===== src/rtl/meas_window_ctrl.sv =====
// Measurement-window sequencer: arms on the LFSR cycle marker, clears, accumulates 2^L symbols, dumps.
// Optional back-to-back windows via `define MEAS_WIN_CONTINUOUS_EN (adds the cont input).
module meas_window_ctrl #(
    parameter int unsigned MAX_LOG2    = 20,
    parameter int unsigned ARM_TIMEOUT = 1024
) (
    input  logic                clk,
    input  logic                reset_n,
    input  logic                sym_clk_en,
    input  logic                start,
    input  logic                abort,
    input  logic                cycle_marker,
    input  logic [4:0]          win_log2,
`ifdef MEAS_WIN_CONTINUOUS_EN
    input  logic                cont,
`endif
    output logic                acc_clr,
    output logic                acc_en,
    output logic                acc_dump,
    output logic                busy,
    output logic                done,
    output logic                timeout,
    output logic [MAX_LOG2-1:0] sym_count
);

    localparam int unsigned W_CNT = MAX_LOG2 + 1;
    localparam int unsigned W_ARM = (ARM_TIMEOUT > 1) ? $clog2(ARM_TIMEOUT) : 1;
    localparam logic [4:0]       LEN_MAX  = 5'(MAX_LOG2);
    localparam logic [W_ARM-1:0] ARM_LAST = W_ARM'(ARM_TIMEOUT - 1);

    typedef enum logic [2:0] {
        S_IDLE,
        S_ARM,
        S_CLEAR,
        S_RUN,
        S_DUMP
    } state_t;

    state_t           r_state;
    state_t           w_state_nxt;
    logic [4:0]       r_len;
    logic [W_CNT-1:0] r_cnt;
    logic [W_ARM-1:0] r_arm_cnt;
    logic             r_timeout;

    logic             w_accept;
    logic             w_arm_inc;
    logic             w_expire;
    logic             w_cnt_clr;
    logic             w_cnt_inc;
    logic             w_last;
    logic             w_cont;

`ifdef MEAS_WIN_CONTINUOUS_EN
    assign w_cont = cont;
`else
    assign w_cont = 1'b0;
`endif

    // Count value whose enable completes the window (2^L - 1 before increment)
    assign w_last = (r_cnt == ((W_CNT'(1) << r_len) - W_CNT'(1)));

    always_ff @(posedge clk or negedge reset_n) begin
        if (!reset_n) begin
            r_state <= S_IDLE;
        end else begin
            r_state <= w_state_nxt;
        end
    end

    // Abort overrides every other transition, including timeout and window completion
    always_comb begin
        w_state_nxt = r_state;
        w_accept    = 1'b0;
        w_arm_inc   = 1'b0;
        w_expire    = 1'b0;
        w_cnt_clr   = 1'b0;
        w_cnt_inc   = 1'b0;
        if (abort) begin
            w_state_nxt = S_IDLE;
        end else begin
            case (r_state)
                S_IDLE: begin
                    if (start) begin
                        w_state_nxt = S_ARM;
                        w_accept    = 1'b1;
                    end
                end
                S_ARM: begin
                    if (sym_clk_en) begin
                        if (cycle_marker) begin
                            w_state_nxt = S_CLEAR;
                        end else if (r_arm_cnt == ARM_LAST) begin
                            w_state_nxt = S_IDLE;
                            w_expire    = 1'b1;
                        end else begin
                            w_arm_inc = 1'b1;
                        end
                    end
                end
                S_CLEAR: begin
                    w_state_nxt = S_RUN;
                    w_cnt_clr   = 1'b1;
                end
                S_RUN: begin
                    if (sym_clk_en) begin
                        w_cnt_inc = 1'b1;
                        if (w_last) begin
                            w_state_nxt = S_DUMP;
                        end
                    end
                end
                S_DUMP: begin
                    w_state_nxt = w_cont ? S_CLEAR : S_IDLE;
                end
                default: begin
                    w_state_nxt = S_IDLE;
                end
            endcase
        end
    end

    // Window length, arm counter, sticky timeout and symbol counter
    always_ff @(posedge clk or negedge reset_n) begin
        if (!reset_n) begin
            r_len     <= 5'd0;
            r_cnt     <= '0;
            r_arm_cnt <= '0;
            r_timeout <= 1'b0;
        end else begin
            if (w_accept) begin
                r_len     <= (win_log2 > LEN_MAX) ? LEN_MAX : win_log2;
                r_timeout <= 1'b0;
                r_arm_cnt <= '0;
            end else if (w_arm_inc) begin
                r_arm_cnt <= r_arm_cnt + W_ARM'(1);
            end
            if (w_expire) begin
                r_timeout <= 1'b1;
            end
            if (w_cnt_clr) begin
                r_cnt <= '0;
            end else if (w_cnt_inc && (r_cnt != {W_CNT{1'b1}})) begin
                r_cnt <= r_cnt + W_CNT'(1);
            end
        end
    end

    assign acc_clr   = (r_state == S_CLEAR);
    assign acc_en    = (r_state == S_RUN) && sym_clk_en;
    assign acc_dump  = (r_state == S_DUMP);
    assign done      = (r_state == S_DUMP);
    assign busy      = (r_state != S_IDLE);
    assign timeout   = r_timeout;
    assign sym_count = r_cnt[MAX_LOG2-1:0];

endmodule


===== config.mk =====
export PLATFORM = sky130hd
export DESIGN_NAME = meas_window_ctrl
export DESIGN_NICKNAME = d
export VERILOG_FILES = /design/src/rtl/meas_window_ctrl.sv
export SDC_FILE = /design/constraint.sdc
export NUM_CORES = 1
export LEC_CHECK = 0
export BUFFER_PORTS_ARGS = -buffer_cell sky130_fd_sc_hd__buf_2
export CAP_MARGIN = 20
export CORE_UTILIZATION = 49
export DETAILED_ROUTE_END_ITERATION = 7
export PLACE_DENSITY = 0.77
export SETUP_SLACK_MARGIN = 0.05
export SLEW_MARGIN = 30
export SYNTH_ARGS = -nofsm -noshare
export SYNTH_HDL_FRONTEND = slang
export SYNTH_SLANG_ARGS = --single-unit

===== constraint.sdc =====
create_clock -name clk -period 4.33 [get_ports clk]
set_input_delay 0.2165 -clock clk [delete_from_list [all_inputs] [get_ports clk]]
set_output_delay 0.2165 -clock clk [all_outputs]
set_load 0.05 [all_outputs]

After elaboration in Yosys (flattened, before gate mapping)
Index checks and enable logic that the tools add are counted.
- magnitude comparators: 1
- muxes and demuxes: 33
- equal/unequal tests: 12
- reduce and logical (&&, ||, !) cells: 8
- shift-type cells: 1
- add/sub/neg operators: 3
- operator list (kind ; count):
    $mux W21 ; 2
    $add A21 B1 Y21 const B ; 1
    $eq A21 B21 Y1 ; 1
    $mux W3 ; 7
    $ne A21 B21 Y1 const B ; 1
    $shl A1 B5 Y21 const A ; 1
    $sub A21 B1 Y21 const B ; 1
    $mux W1 ; 20
    $mux W10 ; 2
    $ne A3 B3 Y1 const B ; 4
    $pmux W3 S4 ; 1
    $add A10 B1 Y10 const B ; 1
    $eq A10 B10 Y1 const B ; 1
    $eq A3 B2 Y1 const B ; 2
    $reduce_bool A2 Y1 ; 3
    $gt A5 B5 Y1 const B ; 1
    $mux W5 ; 1
    $reduce_and A5 Y1 ; 1
    $ne A4 B4 Y1 const B ; 1
    $eq A3 B1 Y1 const B ; 1
    $eq A3 B3 Y1 const B ; 1
    $logic_not A3 Y1 ; 1
    $reduce_bool A3 Y1 ; 1
    $logic_and A1 B1 Y1 ; 2
- output and inout port bits: 26
- flip-flop bits (word level): 40
- word-level logic and storage cells: 63
- input port bits: 11

Depth between registers and ports, before layout
Gate-level depths: netlist of run 1.
- word-level depth: 8
- mapped depth: 12
- depth with buffers taken out: 10

Worst setup path before layout of run 1
Ideal clock, no wire load.
- kind: flip-flop to flip-flop
- from: register r_len[2]
- to: register r_state[2]
- setup slack: 1.545 ns
- buffers on the path: 2
- clock period less this slack: 2.785 ns
- cell stages (with the launch flop): 12
- data arrival time: 2.704 ns
- setup time: 0.081 ns
- data required time: 4.249 ns
- cells stage by stage: dfrtp_1 > buf_6 > clkbuf_1 > nor2_1 > nand3b_1 > ha_1 > xnor2_1 > a21oi_1 > o21ai_1 > or4b_1 > or4_1 > nor3_2
- longest elaborated chain between the ends: 5
- RTL lines (item ; RTL line ; RTL):
    from (decl) ; 41 ; logic [4:0] r_len;
    from (signal assigned) ; 132 ; r_len <= (win_log2 > LEN_MAX) ? LEN_MAX : win_log2;
    $shl A1 B5 Y21 ; 61 ; assign w_last = (r_cnt == ((W_CNT'(1) << r_len) - W_CNT'(1)));
    $sub A21 B1 Y21 ; 61 ;
    $eq A21 B21 Y1 ; 61 ;
    $ne A3 B3 Y1 (no line) ; n/a ;
    $reduce_and A5 Y1 (no line) ; n/a ;
    to (signal assigned) ; 67 ; r_state <= w_state_nxt;
    to (decl) ; 39 ; state_t r_state;
No other way between the ends.
A chain may end at the register's enable or synchronous reset.

Final worst setup path of run 1
- from: register r_len[3]
- to: register r_state[2]
Same word-level chain as after synthesis.

==> flow_summary.yaml, run 1 <==
power:
  power.switching_mw: 0.6825
  p_sw_share_pct: 44.01
  p_int_mw: 0.8683
  peakVddDrop_uv: 327.8
  total_power_mw: 1.551
  p_leak_nw: 1.438
  p_per_area_nw_per_um2: 486.1
  power_frac_comb_pct: 45.1
  seq_power_share_pct: 34.2
  clkPwrFrac_pct: 20.6
clocking:
  htreeDepth: 2
  cts_made_buffers: 5
  clockBufferDepth: 2
  path_clk_slew_ns: 0.09
  cts_tree: "done"
  cts.root.buffer_cell: "clkbuf_8"
  worstSkewPairLatency_ns: 0.30
  cts_sinks: 40
logic_synthesis:
  ys_types: 67
  synth_fp_nets: 370
  synthArstFlopShare_pct: 100.0
  syn_avg_cell_area_sq_um: 8.505
  synth-seq-cells: 40
  synth_top_cell_by_area: "dfrtp_1"
  yosysTopAreaCellShare_pct: 33.06
  synth_edf_count: 0
  synth_area_leaders: "dfrtp_1, xor2_1, buf_4, nor2_1, nand3_1"
  yosys.cell_count.top_type: "nor2_1"
  yosysSeqAreaShare_pct: 33.06
  synth_cells: 356
  synth_ff_type: "dfrtp_1"
  synthTopCellsByCount: "nor2_1, dfrtp_1, nand2_1"
  synth_warnings: 0
  netlist_area_sq_um: 3028
sta:
  max_freq_ghz: 0.3086
  worst-slew-pin-transition_ns: 0.8695
  hold_violations: 0
  final-setup-viol-count: 0
  whs_ns: 0.1421
  rsz0062_at_grt: "no"
  fin_crit_ns: 3.241
  slew_headroom_pct: 41.27
  worst_slack_ns: 1.089
  final_max_slew_viol_count: 0
  clock_skew_ns: 0.004036
  period_share_pct: 74.84
  tns_ns: 0
place:
  postPlaceCellArea_sq_um: 3063
  numPortBuffers: 36
  dp.cells: 425
  dp_slack_ns: 1.159
  gp_congestion: 0.8882
  hpwlAfterDp_mm: 4.871
grt:
  grt_pass1_wl_mm: 11.12
  grt_pass1_vias: 2236
  grt_max_degree: 41
  overflow: 0
  track_usage_pct: 22.76
  antenna_found_initial: 0
die:
  die-area_sq_um: 6498
  die_w_um: 80.61
  io-pin-count: 37
  die_h_um: 80.61
  num_rows: 28
  start_util_pct: 50.84
  coreArea_sq_um: 5956
layout:
  multi_input_area_sq_um: 1750
  antennaDiodeCount: 0
  fill_cells: 570
  syn2layout_area_growth_pct: 5.372
  fin_cells: 434
  num-nets-final: 372
  regArea_sq_um: 1001
  design_area_sq_um: 3191
  drive_gt1_share_pct: 16.43
  post-route-util_pct: 53.57
critical_path:
  required_ns: 4.55
  regToRegSetupSlack_ns: 1.09
  crit_path_start_kind: "flop"
  critPathMaxFanout: 21
  end_kind: "flop"
  critPathKind: "reg -> reg"
  cp.arrival_ns: 3.46
detailed_routing:
  routedWlPerCell_um: 15.99
  drcViolationCount: 0
  drt_iter0_drc: 224
  antenna_left: 0
  first_pass_iters: 5
  routed_wl_mm: 6.939
  via_per_inst: 6.014
  vias: 2610
run_status:
  status: "complete, no violations"
flow_run:
  maxCapViolCount: 0
worst_hold_path:
  min_path_type: "in -> reg"
[flip-flops by register name, summed over array words and instances, names as in the netlist]
signal,cells
r_len,5
timeout,1
r_arm_cnt,10
r_cnt,21
r_state,3
[critical path, stage by stage (launching register included)]
cell	delay, ns
dfrtp_1	0.62
or2_1	0.38
nor2_1	0.18
nand3b_1	0.10
ha_1	0.37
xnor2_1	0.26
a21oi_1	0.06
or4b_1	0.54
or4_1	0.55
nor3_2	0.11
[cell type report]
type | instances | area share (%)
Inverter | 6 | 0.7059
Sequential cell | 40 | 31.37
Multi-Input combinational cell | 266 | 54.86
Timing Repair Buffer | 39 | 6.510
Tap cell | 75 | 2.941
Clock buffer | 5 | 2.157
Clock inverter | 3 | 1.451
[final timing paths]
path / from / to / cells past startpoint
max: r_len[3] / r_state[2] / 9
min: win_log2[0] / r_len[0] / 3
max reg2reg: r_len[3] / r_state[2] / 9
min reg2reg: timeout / timeout / 2
max in group asynchronous: reset_n / timeout / 2
min in group asynchronous: reset_n / r_cnt[5] / 2
[power groups by stage]
stage	Sequential, mW	Combinational, mW	Clock (mW)
after floorplan	0.458	0.651	0
after global placement	0.534	0.685	0
after detailed placement	0.535	0.686	0
after CTS	0.527	0.690	0.325
after global routing	0.541	0.767	0.339
final	0.531	0.700	0.320
[metal layers]
metal | routed length, um | part of all wire (%) | track usage (%) | vias to the layer above
li1 | - | - | - | 1269
met1 | 3220 | 46 | 32.36 | 1234
met2 | 3214 | 46 | 34.24 | 97
met3 | 383 | 5.5 | 3.750 | 10
met4 | 120 | 1.7 | 8.750 | 0
met5 | 0 | 0 | 0 | -
[placed cells by master, fill, tap and decap left out, types with 3 or more instances in the layout]
cell type,Yosys,final
a211oi_1,3,3
nand4_1,16,16
and2_1,4,4
and3_1,10,10
nor2_1,41,41
nand3b_1,3,3
a32oi_1,3,3
a21oi_1,9,9
nand3_1,23,23
inv_1,5,5
a21o_1,3,3
ha_1,3,3
nor4_1,4,3
buf_4,22,3
dfrtp_1,40,40
buf_2,4,35
nand2_1,25,25
o21ai_0,12,12
clkbuf_8,0,5
xor2_1,22,22
nor3_1,8,8
or4_1,3,3
nand2b_1,3,3
or3_1,3,3
xnor2_1,12,12
nor2b_1,4,4
[repair_timing]
action / in CTS / in global routing
setup buffers: 0 / 0
hold buffers: 0 / 1
endpoints found under the hold margin: 0 / 40
gates resized for setup: 0 / 0
[kinds of logic after synthesis]
family,after synthesis,share of synthesized area (%)
xor gates and xnor gates,36,11.32
muxes,3,1.033
AOI/OAI and AO/OA,58,14.13
and+or+nand+nor,166,29.88
DFF,40,33.06
buffers and inverters,50,9.339
adders and majority gates,3,1.240
(Power assumes the default switching activity.)
==> run 2: changes to the inputs <==
--- a/config.mk
+++ b/config.mk
@@ -5,11 +5,12 @@
 export SDC_FILE = /design/constraint.sdc
 export NUM_CORES = 1
 export LEC_CHECK = 0
+export ABC_AREA = 1
 export BUFFER_PORTS_ARGS = -buffer_cell sky130_fd_sc_hd__buf_2
 export CAP_MARGIN = 20
 export CORE_UTILIZATION = 49
 export DETAILED_ROUTE_END_ITERATION = 7
-export PLACE_DENSITY = 0.77
+export PLACE_DENSITY = 0.8
 export SETUP_SLACK_MARGIN = 0.05
 export SLEW_MARGIN = 30
 export SYNTH_ARGS = -nofsm -noshare
==> constraint.sdc (replaced) <==
create_clock -name clk -period 2.6 [get_ports clk]
set_input_delay 0.13 -clock clk [delete_from_list [all_inputs] [get_ports clk]]
set_output_delay 0.13 -clock clk [all_outputs]
set_load 0.05 [all_outputs]
==> run 2 against run 1 <==
Compared with the run above:
- first-iteration DRC count increased by 19%
- critical path depth increased by 12
- sequential cell count unchanged
- area after synthesis increased by 4.4%
- non-clock buffer count increased by 9
- via count increased by 24%
- die area increased by 4.3%
- clock power increased by 76%
- clock-buffer cell count increased by 2
- maximum frequency increased by 33%
- combinational power increased to 3.1 times the previous value
- routed wire length increased by 13%
==> flow_summary.yaml, run 2 <==
run_status:
  status: "complete, no violations"
clocking:
  cts_made_buffers: 5
  clockBufferDepth: 2
  cts.root.buffer_cell: "clkbuf_8"
  cts_tree: "done"
  worstSkewPairLatency_ns: 0.29
  path_clk_slew_ns: 0.08
  htreeDepth: 2
  cts_sinks: 40
detailed_routing:
  routed_wl_mm: 7.870
  first_pass_iters: 5
  antenna_left: 0
  vias: 3235
  routedWlPerCell_um: 13.55
  drt_iter0_drc: 266
  drcViolationCount: 0
  via_per_inst: 5.568
flow_run:
  maxCapViolCount: 0
logic_synthesis:
  syn_avg_cell_area_sq_um: 6.584
  synth_warnings: 0
  synth_edf_count: 0
  netlist_area_sq_um: 3161
  yosys.area_share.simple_pct: 38.99
  synthXorXnorAreaFrac_pct: 1.940
  synth_compound_area_share_pct: 11.32
  synth_ff_type: "dfrtp_1"
  synth-seq-cells: 40
  synth_area_leaders: "dfrtp_1, nand2_1, nand3_1, inv_1, nor2_1"
  synthTopCellsByCount: "nand2_1, inv_1, nor2_1"
  synth_top_family_by_area: "simple AND/OR/NAND/NOR gates"
  yosys.area_share.adder_pct: 1.188
  synth_top_cell_by_area: "dfrtp_1"
  synthArstFlopShare_pct: 100.0
  yosysTopAreaCellShare_pct: 31.67
  synth_fp_nets: 494
  yosysSeqAreaShare_pct: 31.67
  ys_types: 37
  muxShareOfSynthArea_pct: 0
  synth_cells: 480
  yosys.cell_count.top_type: "nand2_1"
critical_path:
  critPathMaxFanout: 3
  critPathKind: "reg -> reg"
  crit_path_start: "r_len[1]"
  crit_path_start_kind: "flop"
  cp_num_buf_inv: 2
  required_ns: 2.79
  timing.rr.start: "r_len[1]"
  cp_slowest_cell: "dfrtp_1"
  cpMostUsedCell: "nand2_1"
  path_delay_family: "simple AND/OR/NAND/NOR gates"
  regToRegSetupSlack_ns: 0.16
  cp.arrival_ns: 2.63
  cp_cell_sequence: "inv_1 > nand2_2 > nor2_4 > nand2_2 > ha_4 > inv_1 > nand2_1 > nand2_1 > nand2_1 > nor2_1 > nand2_1 > nor2_1 > nand3_1 > nor2_1 > nand3_1 > nor2_1 > nand3_1 > nand2_2 > nand3_2 > nand2_1 > nand2_1"
  r2r_end: "r_state[0]"
  worstSetupEndpoint: "r_state[0]"
  slowest_delay_ns: 0.38
  path_depth: 21
  reg2reg_depth: 21
  end_kind: "flop"
sta:
  worst-slew-pin-transition_ns: 0.5165
  final-setup-viol-count: 0
  final_max_slew_viol_count: 0
  max_freq_ghz: 0.4094
  slew_headroom_pct: 65.56
  fin_crit_ns: 2.443
  hold_violations: 0
  rsz0062_at_grt: "yes"
  period_share_pct: 93.95
  clock_skew_ns: 0.004236
layout:
  final_common_cell: "nand2_1"
  largest-register: "r_cnt"
  layout_common_cells: "nand2_1, inv_1, nor2_1"
  largest_reg_flops: 21
  fill_cells: 570
  antennaDiodeCount: 0
  post-route-util_pct: 57.70
  drive_gt1_share_pct: 17.19
  fin_cells: 581
  reg.largest.list: "r_cnt: 21 flops, r_arm_cnt: 10 flops, r_len: 5 flops"
  syn2layout_area_growth_pct: 10.65
  design_area_sq_um: 3497
  num-nets-final: 519
power:
  p_leak_nw: 1.705
  peakVddDrop_uv: 698.7
  p_per_area_nw_per_um2: 1073
die:
  die_h_um: 82.31
  num_rows: 28
  io-pin-count: 37
  die-area_sq_um: 6775
  die_w_um: 82.31
  start_util_pct: 52.15
  coreArea_sq_um: 6061
grt:
  grt_pass1_vias: 2937
  grt_max_degree: 41
  track_usage_pct: 25.68
  antenna_found_initial: 0
  grt_pass1_wl_mm: 13.34
  overflow: 0
place:
  hpwlAfterDp_mm: 5.844
  postPlaceCellArea_sq_um: 3298
  gp_congestion: 0.9095
  dp.cells: 571
  numPortBuffers: 36
worst_hold_path:
  min_path_type: "in -> reg"
run 2: through the flow:
step	hold slack (ns)	total power, mW	setup TNS, ns	worst slack (ns)
after floorplan	-0.1656	2.745	0	0.2790
after global placement	0.3064	3.046	0	0.1599
after detailed placement	0.3282	3.083	0	0.05056
after CTS	0.008169	3.657	0	0.05999
after global routing	0.1078	4.056	-0.01786	-0.01786
final	0.08092	3.753	0	0.1573
run 2: worst register-to-register path, delay by kind of cell, from the launching register on:
family | cells | cell delay [ns]
buffers and inverters | 2 | 0.18
adder cells (fa/ha/maj) | 1 | 0.24
AND/OR/NAND/NOR | 18 | 1.53
flip-flops | 1 | 0.38
run 2: how the worst min path moves through the flow:
stage / startpoint / to / slack, ns / depth (start not counted)
global placement: reset_n / r_cnt[4] / 0.31 / 1
finish: win_log2[0] / r_len[0] / 0.08 / 3
global route: win_log2[3] / r_len[3] / 0.11 / 3
CTS: reset_n / r_arm_cnt[9] / 0.008 / 1
detailed placement: reset_n / r_len[2] / 0.33 / 1
floorplan: reset_n / r_arm_cnt[0] / -0.17 / 0
run 2: final cells by class:
cell class | instances | area, sq um | share of cell area, %
clock buffer | 7 | 96.34 | 2.755
tap | 75 | 93.84 | 2.683
multi-input combinational | 341 | 1737 | 49.66
timing repair buffer | 48 | 275.3 | 7.871
clock inverter | 1 | 30.03 | 0.8587
inverter | 69 | 261.5 | 7.478
sequential | 40 | 1003 | 28.69
run 2: timing repair:
item	4_1_cts	5_1_grt
hold endpoints to repair	0	40
hold buffers	0	1
cloned	0	0
setup buffers	0	1
gates resized for setup	1	13
endpoints found under the setup margin	1	3
pin swaps	0	12
run 2: cell families (layout without fill, tap and decap cells):
| family | after synthesis | count (layout) |
|---|---|---|
| AO/OA/AOI/OAI | 61 | 61 |
| buffers and inverters | 99 | 125 |
| adder cells (fa/ha/maj) | 3 | 3 |
| flip-flops | 40 | 40 |
| XOR/XNOR | 7 | 7 |
| AND/OR/NAND/NOR | 270 | 270 |
run 2: power breakdown:
group	switching, mW	internal [mW]	total, mW
Sequential	0.225	0.788	1.01
Clock	0.226	0.339	0.564
Combinational	1.52	0.655	2.18
Total	1.97	1.78	3.75
run 2: routing by layer:
| metal | global-route usage [%] | vias to the layer above | share of wire (%) |
|---|---|---|---|
| li1 | - | 1605 | - |
| met1 | 33.67 | 1471 | 43 |
| met2 | 44.13 | 146 | 49 |
| met3 | 3.736 | 13 | 7.0 |
| met4 | 6.316 | 0 | 1.3 |
| met5 | 0 | - | 0 |
==> run 3: changes to the inputs <==
--- a/config.mk
+++ b/config.mk
@@ -5,9 +5,8 @@
 export SDC_FILE = /design/constraint.sdc
 export NUM_CORES = 1
 export LEC_CHECK = 0
-export ABC_AREA = 1
 export BUFFER_PORTS_ARGS = -buffer_cell sky130_fd_sc_hd__buf_2
-export CAP_MARGIN = 20
+export CAP_MARGIN = 25
 export CORE_UTILIZATION = 49
 export DETAILED_ROUTE_END_ITERATION = 7
 export PLACE_DENSITY = 0.8
==> run 3 against run 2 <==
Compared with the run above:
- the flow now finishes with violations (negative setup slack)
- sequential cell count did not move
- critical path depth is 11 lower
- clock skew is 0.0039 ns higher
- first-iteration DRC count grew 22%
- non-clock buffer count up 12
- sequential power fell by 23%
- sequential share of layout area grew 0.57 points
- die area down 4.1%
==> flow_summary.yaml, run 3 (synthesis gave the netlist of run 1 again) <==
die:
  io-pin-count: 37
  start_util_pct: 50.84
  die-area_sq_um: 6498
  num_rows: 28
  coreArea_sq_um: 5956
  die_w_um: 80.61
  die_h_um: 80.61
sta:
  worst-slew-pin-transition_ns: 0.7893
  hold_violations: 0
  tns_ns: -0.01839
  final-setup-viol-count: 1
  rsz0062_at_grt: "yes"
  period_share_pct: 100.7
  slew_headroom_pct: 46.94
  fin_crit_ns: 2.618
  final_max_slew_viol_count: 0
  worst_slack_ns: -0.01839
  whs_ns: 0.04528
  max_freq_ghz: 0.3819
  clock_skew_ns: 0.008108
flow_run:
  maxCapViolCount: 0
detailed_routing:
  vias: 2846
  via_per_inst: 6.255
  first_pass_iters: 5
  routed_wl_mm: 7.515
  drcViolationCount: 0
  antenna_left: 0
  routedWlPerCell_um: 16.52
  drt_iter0_drc: 325
power:
  seq_power_share_pct: 26.3
  p_per_area_nw_per_um2: 861.6
  p_leak_nw: 1.564
  p_sw_share_pct: 43.36
  peakVddDrop_uv: 465.5
  power.switching_mw: 1.278
  p_int_mw: 1.669
  clkPwrFrac_pct: 17.5
  total_power_mw: 2.947
  power_frac_comb_pct: 56.2
grt:
  grt_pass1_vias: 2568
  antenna_found_initial: 0
  grt_pass1_wl_mm: 12.21
  grt_max_degree: 41
  overflow: 0
  track_usage_pct: 24.65
layout:
  fill_cells: 517
  design_area_sq_um: 3421
  regArea_sq_um: 1001
  antennaDiodeCount: 0
  num-nets-final: 393
  reg.largest.list: "r_cnt: 21 flops, r_arm_cnt: 10 flops, r_len: 5 flops"
  layout_common_cells: "nor2_1, dfrtp_1, buf_2"
  largest_reg_flops: 21
  fin_cells: 455
  multi_input_area_sq_um: 1827
  post-route-util_pct: 57.44
  largest-register: "r_cnt"
  syn2layout_area_growth_pct: 12.98
  drive_gt1_share_pct: 23.95
critical_path:
  critPathKind: "reg -> reg"
  crit_path_start_kind: "flop"
  cp_cell_sequence: "or2_4 > nor2_4 > nand3b_1 > ha_4 > xnor2_2 > a21oi_1 > o21ai_1 > or4b_4 > or4_4 > nor3_2"
  timing.rr.start: "r_len[3]"
  required_ns: 2.83
  reg2reg_depth: 10
  end_kind: "flop"
  slowest_delay_ns: 0.53
  critPathMaxFanout: 3
  r2r_end: "r_state[2]"
  cp.arrival_ns: 2.84
  regToRegSetupSlack_ns: -0.02
  cp_slowest_cell: "or4b_4"
clocking:
  cts_tree: "done"
  cts.root.buffer_cell: "clkbuf_8"
  clockBufferDepth: 2
  worstSkewPairLatency_ns: 0.30
  cts_made_buffers: 5
  path_clk_slew_ns: 0.08
  cts_sinks: 40
  htreeDepth: 2
place:
  hpwlAfterDp_mm: 5.178
  dp.cells: 440
  postPlaceCellArea_sq_um: 3186
  numPortBuffers: 36
  gp_congestion: 0.9060
  dp_slack_ns: -0.02836
worst_hold_path:
  min-delay-start: "win_log2[1]"
  min_path_type: "in -> reg"
  min_to: "r_len[1]"
  min_delay_path_depth: 3
run_status:
  status: "finished with violations"
  violations: "negative setup slack"
run 3: cell types whose count changed in the layout (fill, tap and decap cells not counted), moves of 9 or more:
cell / change
and3_1: +9
nand3_1: -27
o21ai_0: -12
xnor2_1: +9
nor3_1: -9
inv_1: -57
xor2_1: +17
buf_4: +12
nand2_1: -78
nor2_1: -19
run 3: area by class of cell:
class	instances	share of cell area [%]
clock inverters	3	1.244
clock buffers	5	2.012
well taps	75	2.743
inverters	6	0.6584
repair buffers	60	10.68
flip-flops and latches	40	29.26
multi-input cells	266	53.40
run 3: worst max-delay path by stage:
stage | start | to | slack (ns) | cells past startpoint
3_5_place_dp | r_len[4] | r_state[1] | -0.03 | 11
3_3_place_gp | r_len[4] | r_state[0] | 0.06 | 10
5_1_grt | r_len[3] | r_state[2] | -0.11 | 10
6_report | r_len[3] | r_state[2] | -0.02 | 10
4_1_cts | r_len[3] | r_state[2] | 0.03 | 10
2_1_floorplan | r_len[4] | r_state[2] | 0.01 | 11
run 3: routing by layer:
metal | track usage [%] | wire length [um] | vias to the layer above
met5 | 0 | 0 | -
met4 | 10.18 | 219 | 0
met3 | 4.432 | 416 | 28
met2 | 39.07 | 3626 | 144
met1 | 32.93 | 3253 | 1363
li1 | - | - | 1311
run 3: power by group through the flow:
stage	clock network, mW	registers (mW)	logic [mW]
after global placement	0	0.784	1.40
final	0.516	0.776	1.66
after CTS	0.521	0.774	1.52
after detailed placement	0	0.787	1.43
after floorplan	0	0.765	1.12
after global routing	0.541	0.784	1.78
run 3: what timing repair did:
item | 4_1_cts | 5_1_grt
endpoints found under the hold margin | 40 | 0
pin swaps | 5 | 4
hold buffers | 1 | 0
gates resized for setup | 6 | 6
endpoints found under the setup margin | 3 | 3
setup buffers | 3 | 3
gates cloned | 0 | 0
run 3: worst max-delay path: cells and delay by family, from the launching register on:
| family | cells | cell delay [ns] |
|---|---|---|
| and+or+nand+nor | 6 | 1.58 |
| DFF | 1 | 0.39 |
| adders and majority gates | 1 | 0.26 |
| AOI/OAI and AO/OA | 2 | 0.20 |
| xor gates and xnor gates | 1 | 0.12 |
